--- src/rtl/dsp_mac_pkg.sv ---
// dsp_mac_pkg
// Shared definitions for the multi-channel signed MAC:
//   - mode_t     : per-beat accumulator operation (ADD, SUB, LOAD, CLEAR)
//   - ch_width() : channel index width, max(1, clog2(num_ch))
//   - sat_max()  : most positive signed value for a given width (LSB-aligned)
//   - sat_min()  : most negative signed value for a given width (LSB-aligned)
// The limit helpers return a wide vector; callers truncate to their width.
package dsp_mac_pkg;

  typedef enum logic [1:0] {
    MODE_ADD   = 2'b00,
    MODE_SUB   = 2'b01,
    MODE_LOAD  = 2'b10,
    MODE_CLEAR = 2'b11
  } mode_t;

  localparam int LIMIT_W = 128;

  function automatic int ch_width(input int num_ch);
    if (num_ch <= 2) begin
      return 1;
    end else begin
      return $clog2(num_ch);
    end
  endfunction

  function automatic logic [LIMIT_W-1:0] sat_max(input int width);
    return (LIMIT_W'(1) << (width - 1)) - LIMIT_W'(1);
  endfunction

  // Bitwise inverse of 2^(w-1)-1; its low w bits are 1000...0.
  function automatic logic [LIMIT_W-1:0] sat_min(input int width);
    return ~sat_max(width);
  endfunction

endpackage

--- src/rtl/dsp_mac_acc_unit.sv ---
// dsp_mac_acc_unit
// Combinational accumulator update for one beat.
// Ports:
//   acc    in  ACC_WIDTH  current accumulator value (signed)
//   prod   in  ACC_WIDTH  sign-extended product (signed)
//   mode   in  mode_t     ADD / SUB / LOAD / CLEAR
//   result out ACC_WIDTH  new accumulator value
//   ovf    out 1          signed overflow on ADD/SUB, 0 for LOAD/CLEAR
// Optional feature: define DSP_MAC_SAT_EN to clamp overflowing ADD/SUB
// results to the signed limits; otherwise the result wraps.
module dsp_mac_acc_unit
  import dsp_mac_pkg::*;
#(
  parameter int ACC_WIDTH = 48
) (
  input  logic [ACC_WIDTH-1:0] acc,
  input  logic [ACC_WIDTH-1:0] prod,
  input  mode_t                mode,
  output logic [ACC_WIDTH-1:0] result,
  output logic                 ovf
);

`ifdef DSP_MAC_SAT_EN
  localparam logic [ACC_WIDTH-1:0] POS_LIM = ACC_WIDTH'(sat_max(ACC_WIDTH));
  localparam logic [ACC_WIDTH-1:0] NEG_LIM = ACC_WIDTH'(sat_min(ACC_WIDTH));
`endif

  // One guard bit: the true sum/difference always fits in ACC_WIDTH+1 bits.
  logic [ACC_WIDTH:0] ext_sum;
  logic               arith;

  // Extended-precision add/subtract for the arithmetic modes.
  always_comb begin
    ext_sum = '0;
    arith   = 1'b0;
    case (mode)
      MODE_ADD: begin
        ext_sum = {acc[ACC_WIDTH-1], acc} + {prod[ACC_WIDTH-1], prod};
        arith   = 1'b1;
      end
      MODE_SUB: begin
        ext_sum = {acc[ACC_WIDTH-1], acc} - {prod[ACC_WIDTH-1], prod};
        arith   = 1'b1;
      end
      MODE_LOAD, MODE_CLEAR: begin
        ext_sum = '0;
        arith   = 1'b0;
      end
      default: begin
        ext_sum = '0;
        arith   = 1'b0;
      end
    endcase
  end

  // Result selection; guard bit differing from the sign bit means overflow.
  always_comb begin
    result = '0;
    ovf    = 1'b0;
    if (arith) begin
      ovf = ext_sum[ACC_WIDTH] ^ ext_sum[ACC_WIDTH-1];
`ifdef DSP_MAC_SAT_EN
      if (ovf) begin
        result = ext_sum[ACC_WIDTH] ? NEG_LIM : POS_LIM;
      end else begin
        result = ext_sum[ACC_WIDTH-1:0];
      end
`else
      result = ext_sum[ACC_WIDTH-1:0];
`endif
    end else if (mode == MODE_LOAD) begin
      result = prod;
    end else begin
      result = '0;
    end
  end

endmodule

--- src/rtl/dsp_mac_multichannel_accum.sv ---
// dsp_mac_multichannel_accum
// Three-stage pipelined signed MAC with NUM_CH independent accumulators.
//   stage 1: register operands, channel, mode, valid
//   stage 2: register full-precision product, sign-extended to ACC_WIDTH
//   stage 3: read/modify/write acc[ch], register P, ch_o, ovf_o, valid_o
// Ports:
//   clk, reset (async, active-low)
//   valid_i, ch_i[CH_W], mode_i[2], A[A_WIDTH], B[B_WIDTH]   input beat
//   P[ACC_WIDTH], ch_o[CH_W], valid_o, ovf_o                 result
// Optional feature: DSP_MAC_SAT_EN selects saturating ADD/SUB.
module dsp_mac_multichannel_accum
  import dsp_mac_pkg::*;
#(
  parameter  int A_WIDTH   = 20,
  parameter  int B_WIDTH   = 18,
  parameter  int ACC_WIDTH = 48,
  parameter  int NUM_CH    = 4,
  localparam int CH_W      = ch_width(NUM_CH)
) (
  input  logic                        clk,
  input  logic                        reset,
  input  logic                        valid_i,
  input  logic [CH_W-1:0]             ch_i,
  input  logic [1:0]                  mode_i,
  input  logic signed [A_WIDTH-1:0]   A,
  input  logic signed [B_WIDTH-1:0]   B,
  output logic signed [ACC_WIDTH-1:0] P,
  output logic [CH_W-1:0]             ch_o,
  output logic                        valid_o,
  output logic                        ovf_o
);

  localparam int PROD_W = A_WIDTH + B_WIDTH;

  if (ACC_WIDTH < PROD_W) begin : g_acc_width_check
    $error("dsp_mac_multichannel_accum: ACC_WIDTH must be >= A_WIDTH+B_WIDTH");
  end
  if (NUM_CH < 1) begin : g_num_ch_check
    $error("dsp_mac_multichannel_accum: NUM_CH must be >= 1");
  end

  logic                        s1_valid;
  logic [CH_W-1:0]             s1_ch;
  mode_t                       s1_mode;
  logic signed [A_WIDTH-1:0]   s1_a;
  logic signed [B_WIDTH-1:0]   s1_b;

  logic                        s2_valid;
  logic [CH_W-1:0]             s2_ch;
  mode_t                       s2_mode;
  logic [ACC_WIDTH-1:0]        s2_prod;

  logic signed [PROD_W-1:0]    full_prod;
  logic [ACC_WIDTH-1:0]        acc_bank [NUM_CH];
  logic [ACC_WIDTH-1:0]        acc_rd;
  logic [ACC_WIDTH-1:0]        acc_nxt;
  logic                        acc_ovf;
  logic                        ch_ok;
  logic                        write_en;

  assign full_prod = s1_a * s1_b;

  // Stage 1 and stage 2 pipeline registers.
  always_ff @(posedge clk or negedge reset) begin
    if (!reset) begin
      s1_valid <= 1'b0;
      s1_ch    <= '0;
      s1_mode  <= MODE_ADD;
      s1_a     <= '0;
      s1_b     <= '0;
      s2_valid <= 1'b0;
      s2_ch    <= '0;
      s2_mode  <= MODE_ADD;
      s2_prod  <= '0;
    end else begin
      s1_valid <= valid_i;
      s1_ch    <= ch_i;
      s1_mode  <= mode_t'(mode_i);
      s1_a     <= A;
      s1_b     <= B;
      s2_valid <= s1_valid;
      s2_ch    <= s1_ch;
      s2_mode  <= s1_mode;
      s2_prod  <= ACC_WIDTH'(full_prod);
    end
  end

  // Extra leading zero keeps the compare correct when NUM_CH == 2**CH_W.
  assign ch_ok    = ({1'b0, s2_ch} < (CH_W + 1)'(NUM_CH));
  assign write_en = s2_valid & ch_ok;

  // Bank read; an out-of-range channel never reaches the array index.
  always_comb begin
    acc_rd = '0;
    if (ch_ok) begin
      acc_rd = acc_bank[s2_ch];
    end else begin
      acc_rd = '0;
    end
  end

  dsp_mac_acc_unit #(
    .ACC_WIDTH (ACC_WIDTH)
  ) u_acc_unit (
    .acc    (acc_rd),
    .prod   (s2_prod),
    .mode   (s2_mode),
    .result (acc_nxt),
    .ovf    (acc_ovf)
  );

  // Accumulator bank; written on the same edge that registers P, so a
  // following beat on the same channel reads the fresh value.
  always_ff @(posedge clk or negedge reset) begin
    if (!reset) begin
      for (int i = 0; i < NUM_CH; i++) begin
        acc_bank[i] <= '0;
      end
    end else if (write_en) begin
      acc_bank[s2_ch] <= acc_nxt;
    end
  end

  // Result registers; P/ch_o/ovf_o hold between valid results.
  always_ff @(posedge clk or negedge reset) begin
    if (!reset) begin
      P       <= '0;
      ch_o    <= '0;
      ovf_o   <= 1'b0;
      valid_o <= 1'b0;
    end else if (write_en) begin
      P       <= acc_nxt;
      ch_o    <= s2_ch;
      ovf_o   <= acc_ovf;
      valid_o <= 1'b1;
    end else begin
      valid_o <= 1'b0;
    end
  end

endmodule
--- config.mk ---
export PLATFORM = sky130hd
export DESIGN_NAME = dsp_mac_multichannel_accum
export DESIGN_NICKNAME = d
export VERILOG_FILES = /design/src/rtl/dsp_mac_pkg.sv /design/src/rtl/dsp_mac_acc_unit.sv /design/src/rtl/dsp_mac_multichannel_accum.sv
export SDC_FILE = /design/constraint.sdc
export NUM_CORES = 2
export LEC_CHECK = 0
export ABC_CLOCK_PERIOD_IN_PS = 6000
export BUFFER_PORTS_ARGS = -buffer_cell sky130_fd_sc_hd__buf_4
export CAP_MARGIN = 20
export CORE_ASPECT_RATIO = 0.6
export CORE_MARGIN = 4
export CORE_UTILIZATION = 29
export DETAILED_ROUTE_END_ITERATION = 10
export PLACE_DENSITY = 0.5
export SYNTH_ARGS = -nofsm -noshare
export SYNTH_HDL_FRONTEND = slang
export SYNTH_SLANG_ARGS = --single-unit
export TNS_END_PERCENT = 20
--- constraint.sdc ---
create_clock -name clk -period 6 [get_ports clk]
set_clock_uncertainty 0.05 [all_clocks]
set_input_delay 0.3 -clock clk [delete_from_list [all_inputs] [get_ports clk]]
set_output_delay 0.3 -clock clk [all_outputs]
set_load 0.05 [all_outputs]
# Word-level counts from Yosys, hierarchy flattened
# Index checks and enable logic that the tools add are counted.
# op_classes
n_addsub	2
mul	1
div_mod_pow	0
magnitude_cmp	2
eq_ne	3
n_shift	0
muxes	12
bitwise_logic	2
reduce_logical	4
# op_table
op	n
2-to-1 mux 48 bit	5
bitwise mux 192 bit	1
case mux 49 bit (3 select lines)	1
binary-select mux 48 bit (select 2 bit)	1
demux 48 bit (select 2 bit)	1
adder 48 x 38 -> 49 bit	1
subtractor 48 x 38 -> 49 bit	1
multiplier 20 x 18 -> 38 bit	1
equality test 2 bit, second input constant	2
OR reduction 2 bit	2
>= comparator 3 bit, second input constant	1
< comparator 3 x 1 -> 1 bit, second input constant	1
inverter 2 -> 3 bit	1
equality test 2 x 1 -> 1 bit, second input constant	1
zero test 2 bit	1
2-to-1 mux 1 bit	2
case mux 1 bit (2 select lines)	1
logical AND 1 bit	1
bitwise XOR 1 bit	1
# word_totals
register_bits	330
latch_bits	0
ram_bits	0
rom_bits	0
word_cells	43
n_memories	0

# Logic depth before layout (Yosys ltp)
# logic_depth
ltp_word	8
ltp_mapped	26
depth_no_buf	25

# Modules after synthesis
# A second synthesis with hierarchy kept.
# hier_totals
hier_cells	2879
area_unflattened_um2	30128.9
# by_module_without_submodules
module	n_inst	cells_per_inst	area_each_um2	seq_area_each_um2
dsp_mac_multichannel_accum	1	2192	25782.2	8257.9
dsp_mac_acc_unit	1	687	4346.7	0.0

# Worst setup path before layout
# No wires, ideal clock.
# synth_path
path_type	reg-to-reg
from	register s1_a[7]
to	register s2_prod[34]
setup_time_ns	0.080
arrival_ns	6.285
t_required_ns	5.870
setup_slack_ns	-0.415
path_stages_with_launch	25
n_path_buf	1
cell_sequence	dfrtp_1 clkbuf_1 nand2_1 fa_1 inv_1 fa_1 inv_1 fa_1 inv_1 fa_1 fa_1 inv_1 fa_1 inv_1 ha_1 a21o_1 a21o_1 a21o_1 a311o_1 or3_1 o211ai_1 o21ai_1 a211o_1 a21oi_1 xnor2_1
# synth_between
elab_chain_cells	1
# synth_lines
item	line	text
start: declaration	dsp_mac_multichannel_accum.sv:45	logic signed [A_WIDTH-1:0] s1_a;
start signal: assignment	dsp_mac_multichannel_accum.sv:69	s1_a <= '0;
start signal: assignment	dsp_mac_multichannel_accum.sv:79	s1_a <= A;
multiplier 20 x 18 -> 38 bit	dsp_mac_multichannel_accum.sv:61	assign full_prod = s1_a * s1_b;
via full_prod[34]	dsp_mac_multichannel_accum.sv:53	logic signed [PROD_W-1:0] full_prod;
end signal: assignment	dsp_mac_multichannel_accum.sv:84	s2_prod <= ACC_WIDTH'(full_prod);
end: declaration	dsp_mac_multichannel_accum.sv:51	logic [ACC_WIDTH-1:0] s2_prod;
# The timed path passes the listed nets, and every way through them passes these cells.
# A chain may end at the register's enable or synchronous reset.

# Worst setup path in the final report
# layout_path
from	register s1_a[3]
to	register s2_prod[34]
# Same word-level chain as after synthesis.

==> impl_metrics.csv <==
group,metric,value,unit
die,die_x,415,um
synth,syn_area,0.0289,mm2
detailed_routing,dr.pass1.iters,8,
setup_path,crit_top_cell,"fa_1",
layout,final_area,0.0351,mm2
place,io_buffers,96,
sta,hold_viol,0,
detailed_routing,vias,21500,
place,dp.cells,4494,
clock_tree,cts_root_buf,"clkbuf_16",
sta,max_slew_margin,24.2,%
layout,nets,3832,
sta,worstMarginPinSlew,1.13,ns
clock_tree,clk_pin_slew,0.07,ns
global_route,antenna_found_initial,0,
die,die_y,252,um
synth,syn_inst,2976,
layout,final_cell_mix,"inv_1, nand2_1, fa_1",
setup_path,critical_path_class,"reg -> reg",
detailed_routing,first_iter_violations,1539,
die,row_count,89,
clock_tree,clk_latency,0.60,ns
synth,synth_seq_cells,330,
setup_path,required,6.44,ns
global_route,grtUsageTotal,16.2,%
place,place_congestion,0.881,
sta,slew_viol_final,0,
sta,fmaxAchievable,0.156,GHz
outcome,status,"finished, violations left",
synth,synth_cell_types,71,
die,coreArea,0.0986,mm2
clock_tree,clock_sinks,330,
sta,rsz0062_at_grt,"true",
min_path,hold_class,"in -> async",
layout,drive_gt1_share,17.0,%
detailed_routing,drtAntennaViolNets,0,
sta,worst_slack,-0.415,ns
die,start_util,29.3,%
die,io-pin-count,97,
layout,final_common_cell,"inv_1",
run,drv_cap,0,
layout,fillers,10100,
setup_path,crit_chain,"and2_4 -> fa_1 -> inv_2 -> fa_1 -> inv_2 -> fa_1 -> fa_1 -> fa_1 -> inv_1 -> fa_1 -> inv_2 -> ha_4 -> a21o_1 -> a21o_1 -> a21o_1 -> a311o_1 -> or3_4 -> o211ai_1 -> buf_4 -> o21ai_4 -> a211o_1 -> a21oi_2 -> xnor2_1",
setup_path,critical_path_arrival,6.86,ns
synth,synth_fp_nets,3529,
clock_tree,cts_tree,"yes",
layout,final_cells,4629,
global_route,grt_pass1_wl,133,mm
clock_tree,cts_buffers,39,
die,die_area,0.105,mm2
layout,regArea,0.00830,mm2
sta,holdWs,0.218,ns
detailed_routing,wl_per_cell,18.2,um
sta,setup_viol,11,
synth,synth_top_flop_cell,"dfrtp_1",
global_route,overflow,0,
place,place_hpwl,66.4,mm
sta,fin_tns_setup,-2.27,ns
layout,layout-area-overhead-vs-synth,21.6,%
global_route,grt_pass1_vias,21800,
detailed_routing,routed_wl,84.2,mm
setup_path,endpoint_kind,"flop",
setup_path,critPathLaunchType,"flop",
setup_path,slowest_delay,0.58,ns
place,dpl_cell_area,0.0330,mm2
synth,async_reset_ff_share,100,%
synth,yosysSeqAreaShare,28.6,%
layout,multi_input_area,0.0187,mm2
sta,layout_min_cycle_time,6.41,ns
clock_tree,htree_levels,2,
synth,postSynthAreaPerCell,9.71,um2
synth,synth_edf_count,0,
setup_path,path_max_fanout,4,
clock_tree,clock_path_buffers,3,
setup_path,critPathSlowestCell,"fa_1",
outcome,violations,"setup timing",
sta,period_share,107,%
global_route,grt_max_degree,135,
synth,yosysWarnings,0,
detailed_routing,vias_per_cell,4.64,
detailed_routing,drc,0,
-- final cells by class --
cell class / count / area share [%]
multi-input combinational: 2075 / 53.3
sequential: 330 / 23.6
timing repair buffer: 402 / 9.90
tap: 1319 / 4.70
inverter: 431 / 4.61
clock buffer: 53 / 3.18
clock inverter: 18 / 0.659
antenna: 1 / 0.00712
-- worst paths after layout --
check | startpoint | end | slack [ns] | cells past startpoint
min in group clk | s1_ch[1] | s2_ch[1] | 0.30 | 0
max in group asynchronous | reset | s1_b[5] | 4.42 | 3
min | reset | s2_mode[1] | 0.22 | 2
min reg2reg | s1_ch[1] | s2_ch[1] | 0.30 | 0
max | s1_a[3] | s2_prod[34] | -0.41 | 23
max reg2reg | s1_a[3] | s2_prod[34] | -0.41 | 23
-- worst max-delay path, delay by kind of cell, from the launching register on --
| family | cells | cell delay, ns |
|---|---|---|
| buffers and inverters | 5 | 0.39 |
| AND/OR/NAND/NOR | 2 | 0.51 |
| flip-flops | 1 | 0.42 |
| adder cells (fa/ha/maj) | 7 | 3.29 |
| AO/OA/AOI/OAI | 8 | 1.53 |
| XOR/XNOR | 1 | 0.12 |
-- metrics by stage --
| step | utilization (%) | setup WS [ns] |
|---|---|---|
| after global placement | 33.4 | -0.700 |
| after detailed placement | 33.4 | -0.708 |
| after floorplan | - | -0.0910 |
| after global routing | 35.6 | -0.622 |
| after CTS | 35.5 | -0.387 |
| final | 35.6 | -0.415 |
-- state kept, by name, indices dropped and copies added, names as in the netlist, 2 cells and up --
| register | count |
|---|---|
| s1_ch | 2 |
| ch_o | 2 |
| s2_mode | 2 |
| s2_prod | 38 |
| acc_bank | 192 |
| s1_mode | 2 |
| s1_a | 20 |
| s1_b | 18 |
| P | 48 |
| s2_ch | 2 |
-- synthesized netlist by cell type, types with 4 or more instances --
library cell	n	area, um2
a211oi_1	10	75.1
a21o_1	39	293
a21oi_1	162	811
a221o_1	4	40.0
a22oi_1	31	233
a31oi_1	16	100
and2_1	179	1120
and3_1	14	87.6
buf_1	14	52.6
clkbuf_1	126	473
dfrtp_1	330	8260
fa_1	362	7250
ha_1	146	1830
inv_1	429	1610
mux2i_1	5	50.1
mux4_2	48	1080
nand2_1	411	1540
nand2b_1	15	93.8
nand3_1	14	70.1
nand4_1	6	37.5
nor2_1	118	443
nor2b_1	10	62.6
nor3_1	15	75.1
nor4_1	7	43.8
o211ai_1	9	67.6
o21a_1	5	37.5
o21ai_0	131	656
o21ai_1	96	480
o21bai_1	19	143
o22a_1	6	52.6
o31a_1	4	35.0
o31ai_1	8	60.1
o41ai_1	6	52.6
or3_1	9	56.3
or4_1	5	37.5
xnor2_1	76	666
xor2_1	38	333
-- timing repair --
item,4_1_cts,5_1_grt
buffers inserted,12,7
hold buffers,44,0
pin swaps,12,10
setup endpoints to repair,13,24
hold endpoints to repair,111,0
gates resized for setup,39,31
-- kinds of logic (layout without fill, tap and decap cells) --
kind of cell               after synthesis  count (layout)  share of synthesized area (%)
adders and majority gates              508             508                           31.4
DFF                                    330             330                           28.6
other                                    0               1                              0
muxes                                   55              55                           3.99
AOI/OAI and AO/OA                      574             574                           11.7
xor gates and xnor gates               115             115                           3.51
and+or+nand+nor                        823             823                           13.3
buffers and inverters                  571             904                           7.42
-- metal layers --
metal / global-route usage, % / wire, um / vias to the layer above
met4: 2.24 / 820 / 0
met2: 21.5 / 32700 / 448
met5: 0 / 0 / -
met1: 26.2 / 44800 / 10800
li1: - / - / 10200
met3: 4.19 / 5900 / 55
Power is left out: the tool's default activity adds up to more than one toggle a clock period on the data nets, which glitch-free logic cannot reach.
